===== src/rtl/paralelo_serial_param.sv =====
// paralelo_serial_param
// Parallel-to-serial converter with a small input FIFO. Words are queued on a
// valid/ready handshake and sent as back-to-back fixed-length frames. When the
// FIFO is empty at a frame boundary, the COMMA word is sent instead.
//
// Handshake: a word transfers on a rising edge where valid_in && ready_out.
// ready_out comes only from registered state. A word offered while ready_out
// is low is dropped; the source must hold it until it sees ready_out high.
//
// Optional feature: define PS_PARITY_EN to append one even-parity bit to every
// frame (frame length WIDTH+1). When it is undefined the frame length is WIDTH
// and no parity logic is built.
//
// Parameters:
//   WIDTH     parallel word width (>=2)
//   DEPTH     FIFO entries (power of 2, >=2)
//   COMMA     idle word sent when the FIFO is empty at a frame boundary
//   MSB_FIRST 1: bit WIDTH-1 is sent first; 0: bit 0 is sent first
// Ports:
//   clk_32f      sole clock, rising edge
//   reset        synchronous, active-high
//   valid_in     in_data holds a word this cycle
//   in_data      parallel word
//   ready_out    FIFO can take a word this cycle
//   out_serial   serial bit stream
//   frame_start  high during the first bit of every frame
//   data_active  high for every bit of a frame that carries FIFO data
module paralelo_serial_param #(
  parameter int               WIDTH     = 8,
  parameter int               DEPTH     = 2,
  parameter logic [WIDTH-1:0] COMMA     = WIDTH'(8'hBC),
  parameter int               MSB_FIRST = 1
) (
  input  logic             clk_32f,
  input  logic             reset,
  input  logic             valid_in,
  input  logic [WIDTH-1:0] in_data,
  output logic             ready_out,
  output logic             out_serial,
  output logic             frame_start,
  output logic             data_active
);

`ifdef PS_PARITY_EN
  localparam int F = WIDTH + 1;
`else
  localparam int F = WIDTH;
`endif
  localparam int CW   = $clog2(F);
  localparam int AW   = $clog2(DEPTH);
  localparam int OCCW = $clog2(DEPTH + 1);

  typedef enum logic {IDLE = 1'b0, SHIFT = 1'b1} state_t;

  state_t           state_q, state_d;
  logic [CW-1:0]    cnt;
  logic [F-1:0]     shreg;
  logic [F-1:0]     shifted;
  logic [F-1:0]     load_vec;
  logic [WIDTH-1:0] head_word;
  logic             active_q;
  logic             load;

  logic [WIDTH-1:0] mem [DEPTH];
  logic [AW-1:0]    wr_ptr, rd_ptr;
  logic [OCCW-1:0]  occ;
  logic             empty, full, push, pop;

  assign empty = (occ == '0);
  assign full  = (occ == OCCW'(DEPTH));

  // ready_out is held low in reset and during the single IDLE cycle.
  assign ready_out = (state_q == SHIFT) && !full;
  assign push      = valid_in && ready_out;
  // Pop decides on the registered occupancy, so a word pushed on the same
  // edge as a load is never bypassed into the frame being loaded.
  assign pop       = load && !empty;

  // Next-state / load decision.
  always_comb begin
    state_d = state_q;
    load    = 1'b0;
    case (state_q)
      IDLE: begin
        state_d = SHIFT;
        load    = 1'b1;
      end
      SHIFT: begin
        load = (cnt == CW'(F - 1));
      end
      default: begin
        state_d = IDLE;
      end
    endcase
  end

  // Frame word to load and the shifted register contents.
  always_comb begin
    head_word = empty ? COMMA : mem[rd_ptr];
`ifdef PS_PARITY_EN
    // Parity bit always sits in the last transmitted position.
    if (MSB_FIRST != 0) load_vec = {head_word, ^head_word};
    else                load_vec = {^head_word, head_word};
`else
    load_vec = head_word;
`endif
    if (MSB_FIRST != 0) shifted = {shreg[F-2:0], 1'b0};
    else                shifted = {1'b0, shreg[F-1:1]};
  end

  always_ff @(posedge clk_32f) begin
    if (reset) begin
      state_q  <= IDLE;
      cnt      <= '0;
      shreg    <= '0;
      active_q <= 1'b0;
    end else begin
      state_q <= state_d;
      if (load) begin
        cnt      <= '0;
        shreg    <= load_vec;
        active_q <= !empty;
      end else begin
        cnt   <= cnt + CW'(1);
        shreg <= shifted;
      end
    end
  end

  // FIFO storage needs no reset; occupancy and pointers define validity.
  always_ff @(posedge clk_32f) begin
    if (push) mem[wr_ptr] <= in_data;
  end

  always_ff @(posedge clk_32f) begin
    if (reset) begin
      wr_ptr <= '0;
      rd_ptr <= '0;
      occ    <= '0;
    end else begin
      if (push) wr_ptr <= wr_ptr + AW'(1);
      if (pop)  rd_ptr <= rd_ptr + AW'(1);
      case ({push, pop})
        2'b10:   occ <= occ + OCCW'(1);
        2'b01:   occ <= occ - OCCW'(1);
        default: occ <= occ;
      endcase
    end
  end

  assign out_serial  = (MSB_FIRST != 0) ? shreg[F-1] : shreg[0];
  assign frame_start = (state_q == SHIFT) && (cnt == '0);
  assign data_active = active_q;

endmodule

===== config.mk =====
export PLATFORM = sky130hd
export DESIGN_NAME = paralelo_serial_param
export DESIGN_NICKNAME = d
export VERILOG_FILES = /design/src/rtl/paralelo_serial_param.sv
export SDC_FILE = /design/constraint.sdc
export NUM_CORES = 1
export LEC_CHECK = 0
export CAP_MARGIN = 40
export CORE_MARGIN = 2
export CORE_UTILIZATION = 57
export DETAILED_ROUTE_END_ITERATION = 8
export PLACE_DENSITY_LB_ADDON = 0.08
export SYNTH_ARGS = -nofsm -noshare
export SYNTH_HDL_FRONTEND = slang
export SYNTH_SLANG_ARGS = --single-unit

===== constraint.sdc =====
create_clock -name clk_32f -period 5.5 [get_ports clk_32f]
set_clock_uncertainty 0.15 [all_clocks]
set_input_delay 1.1 -clock clk_32f [delete_from_list [all_inputs] [get_ports clk_32f]]
set_output_delay 1.1 -clock clk_32f [all_outputs]
set_load 0.1 [all_outputs]

* Word-level counts from Yosys, hierarchy flattened *
Memories as Yosys holds them, arrays and structs flattened. A register that Yosys moved wholly into a read port is not among the register bits.
Cells that the tools add are included.

storage, ports and cells
  logic and storage cells = 40
  memories = 1
  output and inout port bits = 4
  bits in writable memories = 16
  register bits = 17

memory list
  memory  words  width  rd ports  clocked after Yosys merged registers in  write ports  RTL line  text
  mem     2      8      1         1                                        1            64        logic [WIDTH-1:0] mem [DEPTH];

cells by class
  reduce and logical (&&, ||, !) cells = 11
  bitwise gates (word level) = 2
  eq/ne operators = 4
  multiplexer cells = 9
  add/sub/neg operators = 5

operators with widths
  cell                                               count
  two-way mux 8 bit                                  2
  two-way mux 1 bit                                  5
  == test 2 bit (second input constant)              2
  logical AND 1 bit                                  4
  case mux 2 bit (2 select lines)                    1
  adder 3 x 1 -> 3 bit (second input constant)       1
  == test 3 bit (second input constant)              1
  zero test 3 bit                                    1
  OR reduction 3 bit                                 1
  adder 1 bit (second input constant)                2
  adder 2 x 1 -> 2 bit (second input constant)       1
  == test 2 x 1 -> 1 bit (second input constant)     1
  zero test 1 bit                                    2
  zero test 2 bit                                    1
  NOT 1 bit                                          2
  case mux 1 bit (2 select lines)                    1
  nonzero test 2 bit                                 1
  OR reduction 2 bit                                 1
  subtractor 2 x 1 -> 2 bit (second input constant)  1

* Depth between registers and ports, before layout *
  depth in word-level cells = 6
  gate-level depth with buffers = 8
  mapped depth without buffers = 8

* Least setup slack after synthesis *
No wires, ideal clock.

  path kind = flip-flop to output port
  from = register cnt[0]
  to = output port frame_start
  path slack = 2988 ps
  arrival time = 1262 ps
  data required time = 4250 ps
  path buffers = 0
  cell stages (with the launch flop) = 4
  cell sequence = dfxtp_1 inv_1 ha_1 and3b_1

between the ends
  word-level cells in the longest chain between the ends = 2

RTL lines
  what                    RTL line  text
  from (decl)             56        logic [CW-1:0] cnt;
  from (signal assigned)  124       cnt <= cnt + CW'(1);
  zero test 3 bit         152       assign frame_start = (state_q == SHIFT) && (cnt == '0);
  logical AND 1 bit       152
  to (decl)               40        output logic frame_start,

No other way between the ends.

* Worst setup path after layout *
Same ends and word-level chain as after synthesis.

==> metrics.cfg <==
[cts]
clock_latency_ns = 0.31
root_buffer = clkbuf_4
clockBufferDepth = 2
tritoncts_num_sinks = 34
cts_resized = 0
cts.htree.levels = 2
ctsHoldBuffers = 0
tritoncts = built
postCtsSetupBuffers = 0
cts_inserted_buffers = 5
clkTransAtPathRegs_ns = 0.09

[yosys]
synth.cell_area_sq_um = 1239
synthCells = 94
synth-edff-count = 16
ys_warn_count = 0
avgSynthCellArea_sq_um = 13.18
ys_seq_area_share_pct = 67.88
synthArstFlopShare_pct = 0
ys_seq_elements = 34
yosysUniqueCellTypes = 23
synth_ff_type = dfxtp_1
syn-num-nets = 109

[setup_path]
cpMaxStageDelayCell = clkdlybuf4s50_1
cp-start-kind = flop
worstSetupPathType = flop to output port
critical_path.max_stage_delay_ns = 0.45
cp_data_required_time_ns = 4.25
crit_chain = inv_1 -> ha_1 -> and3b_1 -> clkdlybuf4s50_1 -> buf_8
worstPathMaxFanout = 3
arrival_ns = 1.71
endpoint_kind = output port

[global_route]
grtUsageTotal_pct = 18.04
antenna_found_initial = 0
grt_max_degree = 12
globalRouteOverflowTotal = 0
grt_pass1_wl_um = 3243
grt_pass1_vias = 770

[final_layout]
fill_cells = 135
area_growth_pct = 22.12
layout-drive-gt1-share_pct = 11.02
final_util_pct = 75.56
finalNetCount = 132
insertedDiodeCount = 0

[worst_hold_path]
hp-class = flop to flop

[pwr]
powerDensity_nw_per_um2 = 392.8
peakVddDrop_uv = 249.8
switching_power_w = 0.0001840
p_clk_share_pct = 20.2
pwr-share-seq_pct = 54.0
internal_power_w = 0.0004102
leakagePower_nw = 0.5714
power_w = 0.0005942
sw_frac_of_total_pct = 30.96
p_comb_share_pct = 25.8

[routing]
post_drt_via_cell_ratio = 5.262
drt_iter0_drc = 9
drc = 0
wl_per_cell_um = 13.28
drt_wl_total_um = 1925
dr_total_vias = 763
dr.pass1.iters = 2
ant_nets = 0

[sta]
period_minus_slack_ns = 2.964
final-setup-viol-count = 0
rsz0062_at_grt = no
worstMarginPinSlew_ns = 0.7421
hold_viol = 0
fmax_mhz = 337.4
setup-tns-final_ns = 0
relSlewSlack_pct = 50.35
slew_violations = 0
final.period_utilization_pct = 53.88

[place]
routabilityCongestion = 0.7533
io_buffers = 14
dp_hpwl_um = 1373

[run_status]
status = finished, final reports clean

[die]
core-area_sq_um = 2002
rows = 16
io_pins = 15
die-area_sq_um = 2562
start_util_pct = 61.88
die_w_um = 50.62
die_h_um = 50.62

[run]
cap_violations = 0

[logic make-up (layout without fill, tap and decap cells)]
family / Yosys count / count (layout) / share of synthesized area (%)
AO/OA/AOI/OAI: 20 / 20 / 9.294
XOR/XNOR: 2 / 2 / 1.414
adder cells (fa/ha/maj): 4 / 4 / 4.041
buffers and inverters: 7 / 31 / 2.323
flip-flops: 34 / 34 / 67.88
multiplexers: 9 / 9 / 7.576
AND/OR/NAND/NOR: 18 / 18 / 7.476
[through the flow]
step / hold WS [ns] / setup slack (ns) / area (sq um) / instances
6_report: 0.3024 / 2.536 / 1513 / 145
5_1_grt: 0.3133 / 2.419 / 1513 / 145
4_1_cts: 0.3094 / 2.509 / 1513 / 145
3_5_place_dp: 0.2860 / 2.578 / 1463 / 137
3_3_place_gp: 0.2837 / 2.505 / 1403 / 133
2_1_floorplan: 0.2758 / 2.988 / 1239 / 94
[cell type report]
type	instances	area [sq um]	share of cell area, %
Sequential cell	34	840.8	55.58
Multi-Input combinational cell	53	369.1	24.40
Timing Repair Buffer	18	200.2	13.23
Clock buffer	6	41.29	2.730
Tap cell	27	33.78	2.233
Inverter	5	18.77	1.241
Clock inverter	2	8.758	0.5790
[worst paths after layout]
| check | cells past startpoint | slack (ns) | end | from |
|---|---|---|---|---|
| hold / removal | 1 | 0.30 | shreg[6] | shreg[5] |
| hold reg to reg | 1 | 0.30 | shreg[6] | shreg[5] |
| setup reg to reg | 7 | 3.13 | occ[1] | cnt[0] |
| setup / recovery | 5 | 2.54 | frame_start | cnt[0] |
[cells in the mapped netlist (2+ instances only)]
cell	instances	area share, %
mux2i_1	6	4.8
inv_1	5	1.5
ha_1	4	4.0
buf_2	2	0.81
dfxtp_1	18	29
a21oi_1	8	3.2
a22o_1	2	1.4
o21ai_0	7	2.8
and3_1	2	1.0
edfxtp_1	16	39
nor2_1	8	2.4
or3_1	2	1.0
nor3_1	2	0.81
mux2_2	3	2.7
[state kept, by name, indices dropped and copies added (netlist names), named ones only]
signal / flops
cnt: 3
rd_ptr: 1
data_active: 1
state_q: 1
mem: 16
wr_ptr: 1
shreg: 8
occ: 2
[power by group through the flow]
stage / registers (W) / clock network (W) / logic (W)
2_1_floorplan: 0.000335 / 0 / 0.0000931
3_3_place_gp: 0.000324 / 0 / 0.000134
3_5_place_dp: 0.000326 / 0 / 0.000153
4_1_cts: 0.000321 / 0.000125 / 0.000154
5_1_grt: 0.000325 / 0.000135 / 0.000166
6_report: 0.000321 / 0.000120 / 0.000153
[critical path, delay by kind of cell (launching register included)]
kind / cells / cell delay (ns)
flops: 1 / 0.36
simple gates: 1 / 0.17
buf+inv: 3 / 0.69
fa+ha+maj: 1 / 0.18
[metal layers]
layer  share of wire (%)  routed length (um)  track usage, %
met1                  44                 847           20.72
met5                   0                   0               0
met3                 3.5                  68           6.250
met2                  51                 991           30.26
met4                0.99                  19           8.108
[cells in the final DEF (no fill, tap or decap)]
cell type	Yosys	routed
clkbuf_1	0	1
a21oi_1	8	8
xnor2_1	1	1
a21o_1	1	1
buf_8	0	4
or3_1	2	2
o21a_1	1	1
o21ai_0	7	7
nor3_1	2	2
clkbuf_4	0	5
o211ai_1	1	1
clkinv_2	0	1
nand2b_1	1	1
edfxtp_1	16	16
a22o_1	2	2
dfxtp_1	18	18
clkdlybuf4s50_1	0	14
inv_1	5	5
mux2_2	3	3
mux2i_1	6	6
nor2_1	8	8
xor2_1	1	1
nor4_1	1	1
clkinv_1	0	1
and3b_1	1	1
nor2b_1	1	1
ha_1	4	4
and3_1	2	2
No activity file was read; power rests on OpenSTA's default activity.
